==> src/rtl/systolic_skew_feeder_if.sv <==
// Handshake and operand bus between the upstream source and the skew feeder.
interface systolic_skew_feeder_if #(
    parameter int unsigned LANES       = 4,
    parameter int unsigned OPND_BWIDTH = 8,
    parameter int unsigned LEN_BWIDTH  = 8
) ();

    logic                         start;
    logic [LEN_BWIDTH-1:0]        len;
    logic                         in_valid;
    logic                         in_ready;
    logic [LANES*OPND_BWIDTH-1:0] in_data;
    logic [LANES*OPND_BWIDTH-1:0] out_data;
    logic [LANES-1:0]             out_valid;
    logic                         compute;
    logic                         busy;
    logic                         done;

    // Upstream / controller side.
    modport master (
        output start, len, in_valid, in_data,
        input  in_ready, out_data, out_valid, compute, busy, done
    );

    // Feeder side.
    modport slave (
        input  start, len, in_valid, in_data,
        output in_ready, out_data, out_valid, compute, busy, done
    );

endinterface

==> src/rtl/systolic_skew_feeder.sv <==
// Skewing operand feeder for one edge of the systolic array: lane i is delayed
// by i extra shift stages, and the tile is drained with LANES-1 zero pads.
module systolic_skew_feeder #(
    parameter int unsigned LANES       = 4,
    parameter int unsigned OPND_BWIDTH = 8,
    parameter int unsigned LEN_BWIDTH  = 8
) (
    input logic                 clk,
    input logic                 rst,
    systolic_skew_feeder_if.slave bus
);

    localparam int unsigned W = OPND_BWIDTH;
    // dcnt value on the last drain cycle (LANES-1 drain cycles in total).
    localparam logic [LEN_BWIDTH-1:0] DrainLast =
        LEN_BWIDTH'((LANES > 1) ? (LANES - 2) : 32'd0);

    typedef enum logic [1:0] {StIdle, StFeed, StDrain, StDone} state_e;

    state_e                state_q, state_d;
    logic [LEN_BWIDTH-1:0] len_q, len_d;
    logic [LEN_BWIDTH-1:0] cnt_q, cnt_d;
    logic [LEN_BWIDTH-1:0] dcnt_q, dcnt_d;
    logic [LEN_BWIDTH-1:0] cnt_inc;
    logic                  compute_q;

    logic shift;        // all chains advance one stage this edge
    logic fill;         // stage 0 takes real data (1) or a zero pad (0)
    logic clear_chains; // tile start: wipe data and valid chains
    logic clear_valid;  // tile end: drop valid bits, keep data

    assign cnt_inc = cnt_q + 1'b1;

    // Next-state logic and decoded control strobes.
    always_comb begin
        state_d      = state_q;
        len_d        = len_q;
        cnt_d        = cnt_q;
        dcnt_d       = dcnt_q;
        shift        = 1'b0;
        fill         = 1'b0;
        clear_chains = 1'b0;
        clear_valid  = 1'b0;
        bus.in_ready = 1'b0;
        bus.done     = 1'b0;
        case (state_q)
            StIdle: begin
                if (bus.start) begin
                    len_d        = bus.len;
                    cnt_d        = '0;
                    dcnt_d       = '0;
                    clear_chains = 1'b1;
                    state_d      = (bus.len == '0) ? StDone : StFeed;
                end
            end
            StFeed: begin
                bus.in_ready = 1'b1;
                if (bus.in_valid) begin
                    shift = 1'b1;
                    fill  = 1'b1;
                    cnt_d = cnt_inc;
                    if (cnt_inc == len_q) begin
                        state_d = (LANES == 1) ? StDone : StDrain;
                    end
                end
            end
            StDrain: begin
                shift = 1'b1;
                if (dcnt_q == DrainLast) begin
                    state_d = StDone;
                end else begin
                    dcnt_d = dcnt_q + 1'b1;
                end
            end
            StDone: begin
                bus.done    = 1'b1;
                clear_valid = 1'b1;
                state_d     = StIdle;
            end
            default: state_d = StIdle;
        endcase
    end

    // Control state registers; COMPUTE marks the cycle after every shift.
    always_ff @(posedge clk) begin
        if (rst) begin
            state_q   <= StIdle;
            len_q     <= '0;
            cnt_q     <= '0;
            dcnt_q    <= '0;
            compute_q <= 1'b0;
        end else begin
            state_q   <= state_d;
            len_q     <= len_d;
            cnt_q     <= cnt_d;
            dcnt_q    <= dcnt_d;
            compute_q <= shift;
        end
    end

    assign bus.compute = compute_q;
    assign bus.busy    = (state_q != StIdle);

    for (genvar gi = 0; gi < LANES; gi++) begin : g_lane
        logic [W-1:0] d_q [gi+1];
        logic         v_q [gi+1];

        // Lane delay chain of gi+1 stages; holds on stall so lanes stay aligned.
        always_ff @(posedge clk) begin
            if (rst || clear_chains) begin
                for (int j = 0; j <= gi; j++) begin
                    d_q[j] <= '0;
                    v_q[j] <= 1'b0;
                end
            end else if (shift) begin
                d_q[0] <= fill ? bus.in_data[gi*W +: W] : '0;
                v_q[0] <= fill;
                for (int j = 1; j <= gi; j++) begin
                    d_q[j] <= d_q[j-1];
                    v_q[j] <= v_q[j-1];
                end
            end else if (clear_valid) begin
                for (int j = 0; j <= gi; j++) begin
                    v_q[j] <= 1'b0;
                end
            end
        end

        assign bus.out_data[gi*W +: W] = d_q[gi];
        assign bus.out_valid[gi]       = v_q[gi];
    end

endmodule

==> src/flat_wrapper.sv <==
// flat-port wrapper written by rule: the top's interface ports become plain ports
module systolic_skew_feeder_flat 
#(
    parameter int unsigned LANES       = 4,
    parameter int unsigned OPND_BWIDTH = 8,
    parameter int unsigned LEN_BWIDTH  = 8
)
  (clk, rst, bus_start, bus_len, bus_in_valid, bus_in_data, bus_in_ready, bus_out_data, bus_out_valid, bus_compute, bus_busy, bus_done);
  systolic_skew_feeder_if #(.LANES(LANES), .OPND_BWIDTH(OPND_BWIDTH), .LEN_BWIDTH(LEN_BWIDTH)) bus_i ();
  input logic clk;
  input logic rst;
  input wire logic [$bits(bus_i.start)-1:0] bus_start;
  input wire logic [$bits(bus_i.len)-1:0] bus_len;
  input wire logic [$bits(bus_i.in_valid)-1:0] bus_in_valid;
  input wire logic [$bits(bus_i.in_data)-1:0] bus_in_data;
  output wire logic [$bits(bus_i.in_ready)-1:0] bus_in_ready;
  output wire logic [$bits(bus_i.out_data)-1:0] bus_out_data;
  output wire logic [$bits(bus_i.out_valid)-1:0] bus_out_valid;
  output wire logic [$bits(bus_i.compute)-1:0] bus_compute;
  output wire logic [$bits(bus_i.busy)-1:0] bus_busy;
  output wire logic [$bits(bus_i.done)-1:0] bus_done;
  assign bus_i.start = bus_start;
  assign bus_i.len = bus_len;
  assign bus_i.in_valid = bus_in_valid;
  assign bus_i.in_data = bus_in_data;
  assign bus_in_ready = bus_i.in_ready;
  assign bus_out_data = bus_i.out_data;
  assign bus_out_valid = bus_i.out_valid;
  assign bus_compute = bus_i.compute;
  assign bus_busy = bus_i.busy;
  assign bus_done = bus_i.done;
  systolic_skew_feeder #(.LANES(LANES), .OPND_BWIDTH(OPND_BWIDTH), .LEN_BWIDTH(LEN_BWIDTH)) u_core (.clk(clk), .rst(rst), .bus(bus_i));
endmodule
==> config.mk <==
export PLATFORM = sky130hd
export DESIGN_NAME = systolic_skew_feeder_flat
export DESIGN_NICKNAME = d
export VERILOG_FILES = /design/src/rtl/systolic_skew_feeder_if.sv /design/src/rtl/systolic_skew_feeder.sv /design/src/flat_wrapper.sv
export SDC_FILE = /design/constraint.sdc
export NUM_CORES = 1
export LEC_CHECK = 0
export BUFFER_PORTS_ARGS = -buffer_cell sky130_fd_sc_hd__buf_2
export CAP_MARGIN = 20
export CORE_UTILIZATION = 40
export DETAILED_ROUTE_END_ITERATION = 12
export PLACE_DENSITY_LB_ADDON = 0.2
export SETUP_SLACK_MARGIN = 0.05
export SLEW_MARGIN = 10
export SYNTH_ARGS = -nofsm -noshare
export SYNTH_HDL_FRONTEND = slang
export SYNTH_SLANG_ARGS = --single-unit
==> constraint.sdc <==
create_clock -name clk -period 3.6 [get_ports clk]
set_input_delay 0.18 -clock clk [delete_from_list [all_inputs] [get_ports clk]]
set_output_delay 0.18 -clock clk [all_outputs]
set_load 0.05 [all_outputs]
==> impl_metrics.prom <==
# TYPE chip_impl_metric gauge
chip_impl_metric{name="grt_max_degree",unit=""} 54
chip_impl_metric{name="cp.required",unit="ns"} 3.68
chip_impl_metric{name="tns",unit="ns"} 0
chip_impl_metric{name="p_sw_share",unit="%"} 32.8
chip_impl_metric{name="fp-row-count",unit=""} 40
chip_impl_metric{name="nets_final",unit=""} 521
chip_impl_metric{name="timing.max_slew.rel_slack",unit="%"} 35.5
chip_impl_metric{name="detail_route.vias_per_cell",unit=""} 4.61
chip_impl_metric{name="post-cts-setup-buffer-count",unit=""} 0
chip_impl_metric{name="synth_warnings",unit=""} 0
chip_impl_metric{name="htree_num_levels",unit=""} 4
chip_impl_metric{name="routed_wl",unit="mm"} 8.42
chip_impl_info{name="clock_tree_from_tritoncts",value="yes"} 1
chip_impl_metric{name="netlist_area",unit="um2"} 4980
chip_impl_metric{name="synth_enable_flop_cells",unit=""} 86
chip_impl_metric{name="crit_arrival",unit="ns"} 2.74
chip_impl_metric{name="grt_pass1_vias",unit=""} 2906
chip_impl_metric{name="static-leakage-power",unit="uW"} 0.00248
chip_impl_metric{name="sequentialPowerShare",unit="%"} 40.5
chip_impl_metric{name="clock_path_buffers",unit=""} 2
chip_impl_metric{name="critical_path.max_fanout",unit=""} 53
chip_impl_metric{name="ioPinCount",unit=""} 84
chip_impl_info{name="critical-path-slowest-cell",value="sky130_fd_sc_hd__o21ai_1"} 1
chip_impl_info{name="synth.top_cells.by_area",value="sky130_fd_sc_hd__edfxtp_1 52%, sky130_fd_sc_hd__dfxtp_1 12%, sky130_fd_sc_hd__and2_1 11%"} 1
chip_impl_metric{name="core_region_area",unit="um2"} 12100
chip_impl_metric{name="drc",unit=""} 0
chip_impl_metric{name="maxClockFrequency",unit="MHz"} 376
chip_impl_metric{name="combinational_share_of_power",unit="%"} 23.4
chip_impl_metric{name="layout-drive-gt1-share",unit="%"} 26.3
chip_impl_metric{name="vdd_ir_drop_max",unit="V"} 0.000265
chip_impl_metric{name="global_route.overflow_total",unit=""} 0
chip_impl_metric{name="io_buffer_count",unit=""} 83
chip_impl_metric{name="count_of_antenna_violating_nets_left_after_detailed_routing",unit=""} 0
chip_impl_metric{name="grt_first_pass_wirelength",unit="mm"} 14.1
chip_impl_metric{name="synth_seq_cells",unit=""} 115
chip_impl_metric{name="start_util",unit="%"} 41.3
chip_impl_info{name="post-synth-top-area-cell",value="sky130_fd_sc_hd__edfxtp_1"} 1
chip_impl_metric{name="chipWidth",unit="um"} 114
chip_impl_metric{name="cts_hold_repair.buffers",unit=""} 0
chip_impl_metric{name="detailedRoute.firstIterationViolations",unit=""} 158
chip_impl_metric{name="area_growth_syn_to_layout",unit="%"} 20.8
chip_impl_metric{name="period_minus_slack",unit="ns"} 2.66
chip_impl_metric{name="detail_route.wl_per_cell",unit="um"} 13.0
chip_impl_metric{name="cell_internal_power_dissipation",unit="uW"} 3040
chip_impl_metric{name="die_height",unit="um"} 114
chip_impl_metric{name="vias",unit=""} 2994
chip_impl_info{name="synth_top_cells_by_count",value="86 x sky130_fd_sc_hd__edfxtp_1, 85 x sky130_fd_sc_hd__and2_1, 29 x sky130_fd_sc_hd__dfxtp_1"} 1
chip_impl_metric{name="placed_wire_length_estimate",unit="mm"} 5.49
chip_impl_info{name="run_status",value="complete, no violations"} 1
chip_impl_info{name="synthMostInstantiatedCell",value="sky130_fd_sc_hd__edfxtp_1"} 1
chip_impl_metric{name="clkLatencyLatePin",unit="ns"} 0.40
chip_impl_metric{name="timing.clock.skew",unit="ns"} 0.00739
chip_impl_info{name="cts_root_buffer",value="sky130_fd_sc_hd__clkbuf_16"} 1
chip_impl_metric{name="clock_sinks",unit=""} 115
chip_impl_metric{name="fillers",unit=""} 1084
chip_impl_metric{name="power_density",unit="nW/um2"} 752
chip_impl_metric{name="synth_nets",unit=""} 452
chip_impl_info{name="critical_path_startpoint_category",value="flip-flop"} 1
chip_impl_metric{name="gr-usage-all-layers",unit="%"} 14.4
chip_impl_metric{name="setup_viol",unit=""} 0
chip_impl_info{name="worstSetupPathType",value="flip-flop to flip-flop"} 1
chip_impl_metric{name="cts-buffers-inserted",unit=""} 17
chip_impl_info{name="rsz0062_at_grt",value="false"} 1
chip_impl_metric{name="tightest_slew",unit="ns"} 0.967
chip_impl_metric{name="cap_viol_max_count",unit=""} 0
chip_impl_metric{name="synthesis.instances",unit=""} 400
chip_impl_metric{name="total_switching_power",unit="uW"} 1480
chip_impl_metric{name="antenna_violations_before_repair",unit=""} 0
chip_impl_metric{name="design.die.area",unit="um2"} 12900
chip_impl_metric{name="slew_violations",unit=""} 0
chip_impl_metric{name="timing.final.crit_share",unit="%"} 73.9
chip_impl_metric{name="worst_hold_slack",unit="ns"} 0.0282
chip_impl_metric{name="drt-pass1-iter-count",unit=""} 4
chip_impl_metric{name="share_of_total_power_in_the_clock_network",unit="%"} 36.2
chip_impl_info{name="hold_path_class",value="input pin to flip-flop"} 1
chip_impl_metric{name="n_antenna_cell",unit=""} 0
chip_impl_metric{name="yosysUniqueCellTypes",unit=""} 48
chip_impl_info{name="path_cells",value="inv_1 > ha_1 > and2_1 > o21ai_1 > nand2_4 > buf_4"} 1
chip_impl_metric{name="place.gp.congestion",unit=""} 0.787
chip_impl_metric{name="asr_flop_ratio_synth",unit="%"} 0
chip_impl_metric{name="yosysSeqAreaShare",unit="%"} 63.5
chip_impl_metric{name="clk_pin_slew",unit="ns"} 0.06
chip_impl_metric{name="finish.utilization",unit="%"} 49.9
chip_impl_metric{name="cpPeakStageDelay",unit="ns"} 0.51
chip_impl_info{name="postSynth.topFlopCell",value="sky130_fd_sc_hd__edfxtp_1"} 1
chip_impl_metric{name="number_of_resized_instances_in_the_post_cts_repair_step",unit=""} 0
chip_impl_metric{name="synth_top_area_share",unit="%"} 51.9
chip_impl_metric{name="hold_viol",unit=""} 0
chip_impl_metric{name="synth.avg_cell_area",unit="um2"} 12.4
chip_impl_info{name="endpoint_kind",value="flip-flop"} 1
-- sequential cells by signal, indices dropped and copies added, names as in the netlist --
| register | flops |
|---|---|
| u_core.bus.compute | 1 |
| u_core.cnt_q | 8 |
| u_core.dcnt_q | 8 |
| u_core.g_lane.d_q | 80 |
| u_core.g_lane.v_q | 8 |
| u_core.len_q | 8 |
| u_core.state_q | 2 |
-- cells in the final DEF, fill, tap and decap left out, types with 4 or more instances in the layout --
cell type and n:
sky130_fd_sc_hd__and2_1 85, sky130_fd_sc_hd__dfxtp_1 29, sky130_fd_sc_hd__a21oi_1 17, sky130_fd_sc_hd__nand3b_1 4, sky130_fd_sc_hd__nand2b_1 5, sky130_fd_sc_hd__clkbuf_16 17
sky130_fd_sc_hd__and3_1 6, sky130_fd_sc_hd__edfxtp_1 86, sky130_fd_sc_hd__o21ai_0 6, sky130_fd_sc_hd__xor2_1 8, sky130_fd_sc_hd__inv_1 4, sky130_fd_sc_hd__mux2i_1 4
sky130_fd_sc_hd__inv_6 4, sky130_fd_sc_hd__nand2_1 25, sky130_fd_sc_hd__buf_2 83, sky130_fd_sc_hd__nand4_1 6, sky130_fd_sc_hd__xnor2_1 7, sky130_fd_sc_hd__nor2_1 17
sky130_fd_sc_hd__ha_1 8
-- critical path, delay by kind of cell, from the launching register on --
kind,cells,cell delay [ns]
flops,1,0.38
compound gates,1,0.51
buf+inv,2,0.56
simple gates,2,0.60
fa+ha+maj,1,0.25
-- layer usage --
metal | global-route usage (%) | routed length, um
met4 | 6.58 | 116
met5 | 0 | 0
met3 | 4.94 | 379
met1 | 17.4 | 3770
met2 | 23.3 | 4150
-- final cells by class --
class                   instances  area (um2)  area share, %
flip-flops and latches        115        3160           52.6
multi-input cells             245        1600           26.6
repair buffers                 86         445           7.41
clock buffers                  18         429           7.14
well taps                     168         210           3.49
clock inverters                14         153           2.54
inverters                       4        15.0          0.250
-- final timing paths --
check	startpoint	end	slack (ns)	cells after the start
worst max-delay path	u_core.state_q[1]	u_core.g_lane[3].d_q[0][0]	0.94	6
worst min-delay path	bus_len[0]	u_core.len_q[0]	0.03	3
worst max register to register	u_core.state_q[1]	u_core.g_lane[3].d_q[0][0]	0.94	6
worst min register to register	u_core.len_q[7]	u_core.len_q[7]	0.47	2
-- per-stage QoR --
step                cell area [um2]  setup WS [ns]  std cells  power (uW)
finish                         6010          0.939        650        4520
CTS                            6000          0.848        649        4570
detailed placement             5420          0.897        617        2920
global route                   6010          0.683        650        4720
floorplan                      4980          0.370        400        2730
global placement               5420           1.00        617        2910
-- power groups by stage --
| stage | registers (uW) | clock network, uW | logic [uW] |
|---|---|---|---|
| 3_5_place_dp | 1860 | 0 | 1060 |
| 2_1_floorplan | 2020 | 0 | 717 |
| 5_1_grt | 1860 | 1720 | 1140 |
| 4_1_cts | 1830 | 1670 | 1070 |
| 3_3_place_gp | 1850 | 0 | 1050 |
| 6_report | 1830 | 1640 | 1060 |
-- cell families after synthesis --
logic type               after synthesis  synth area share (%)
adder cells (fa/ha/maj)                8                  2.01
AO/OA/AOI/OAI                         39                  5.18
AND/OR/NAND/NOR                      178                  21.0
buffers and inverters                 40                  4.62
multiplexers                           5                  1.03
XOR/XNOR                              15                  2.64
flip-flops                           115                  63.5
(Power assumes the default switching activity.)
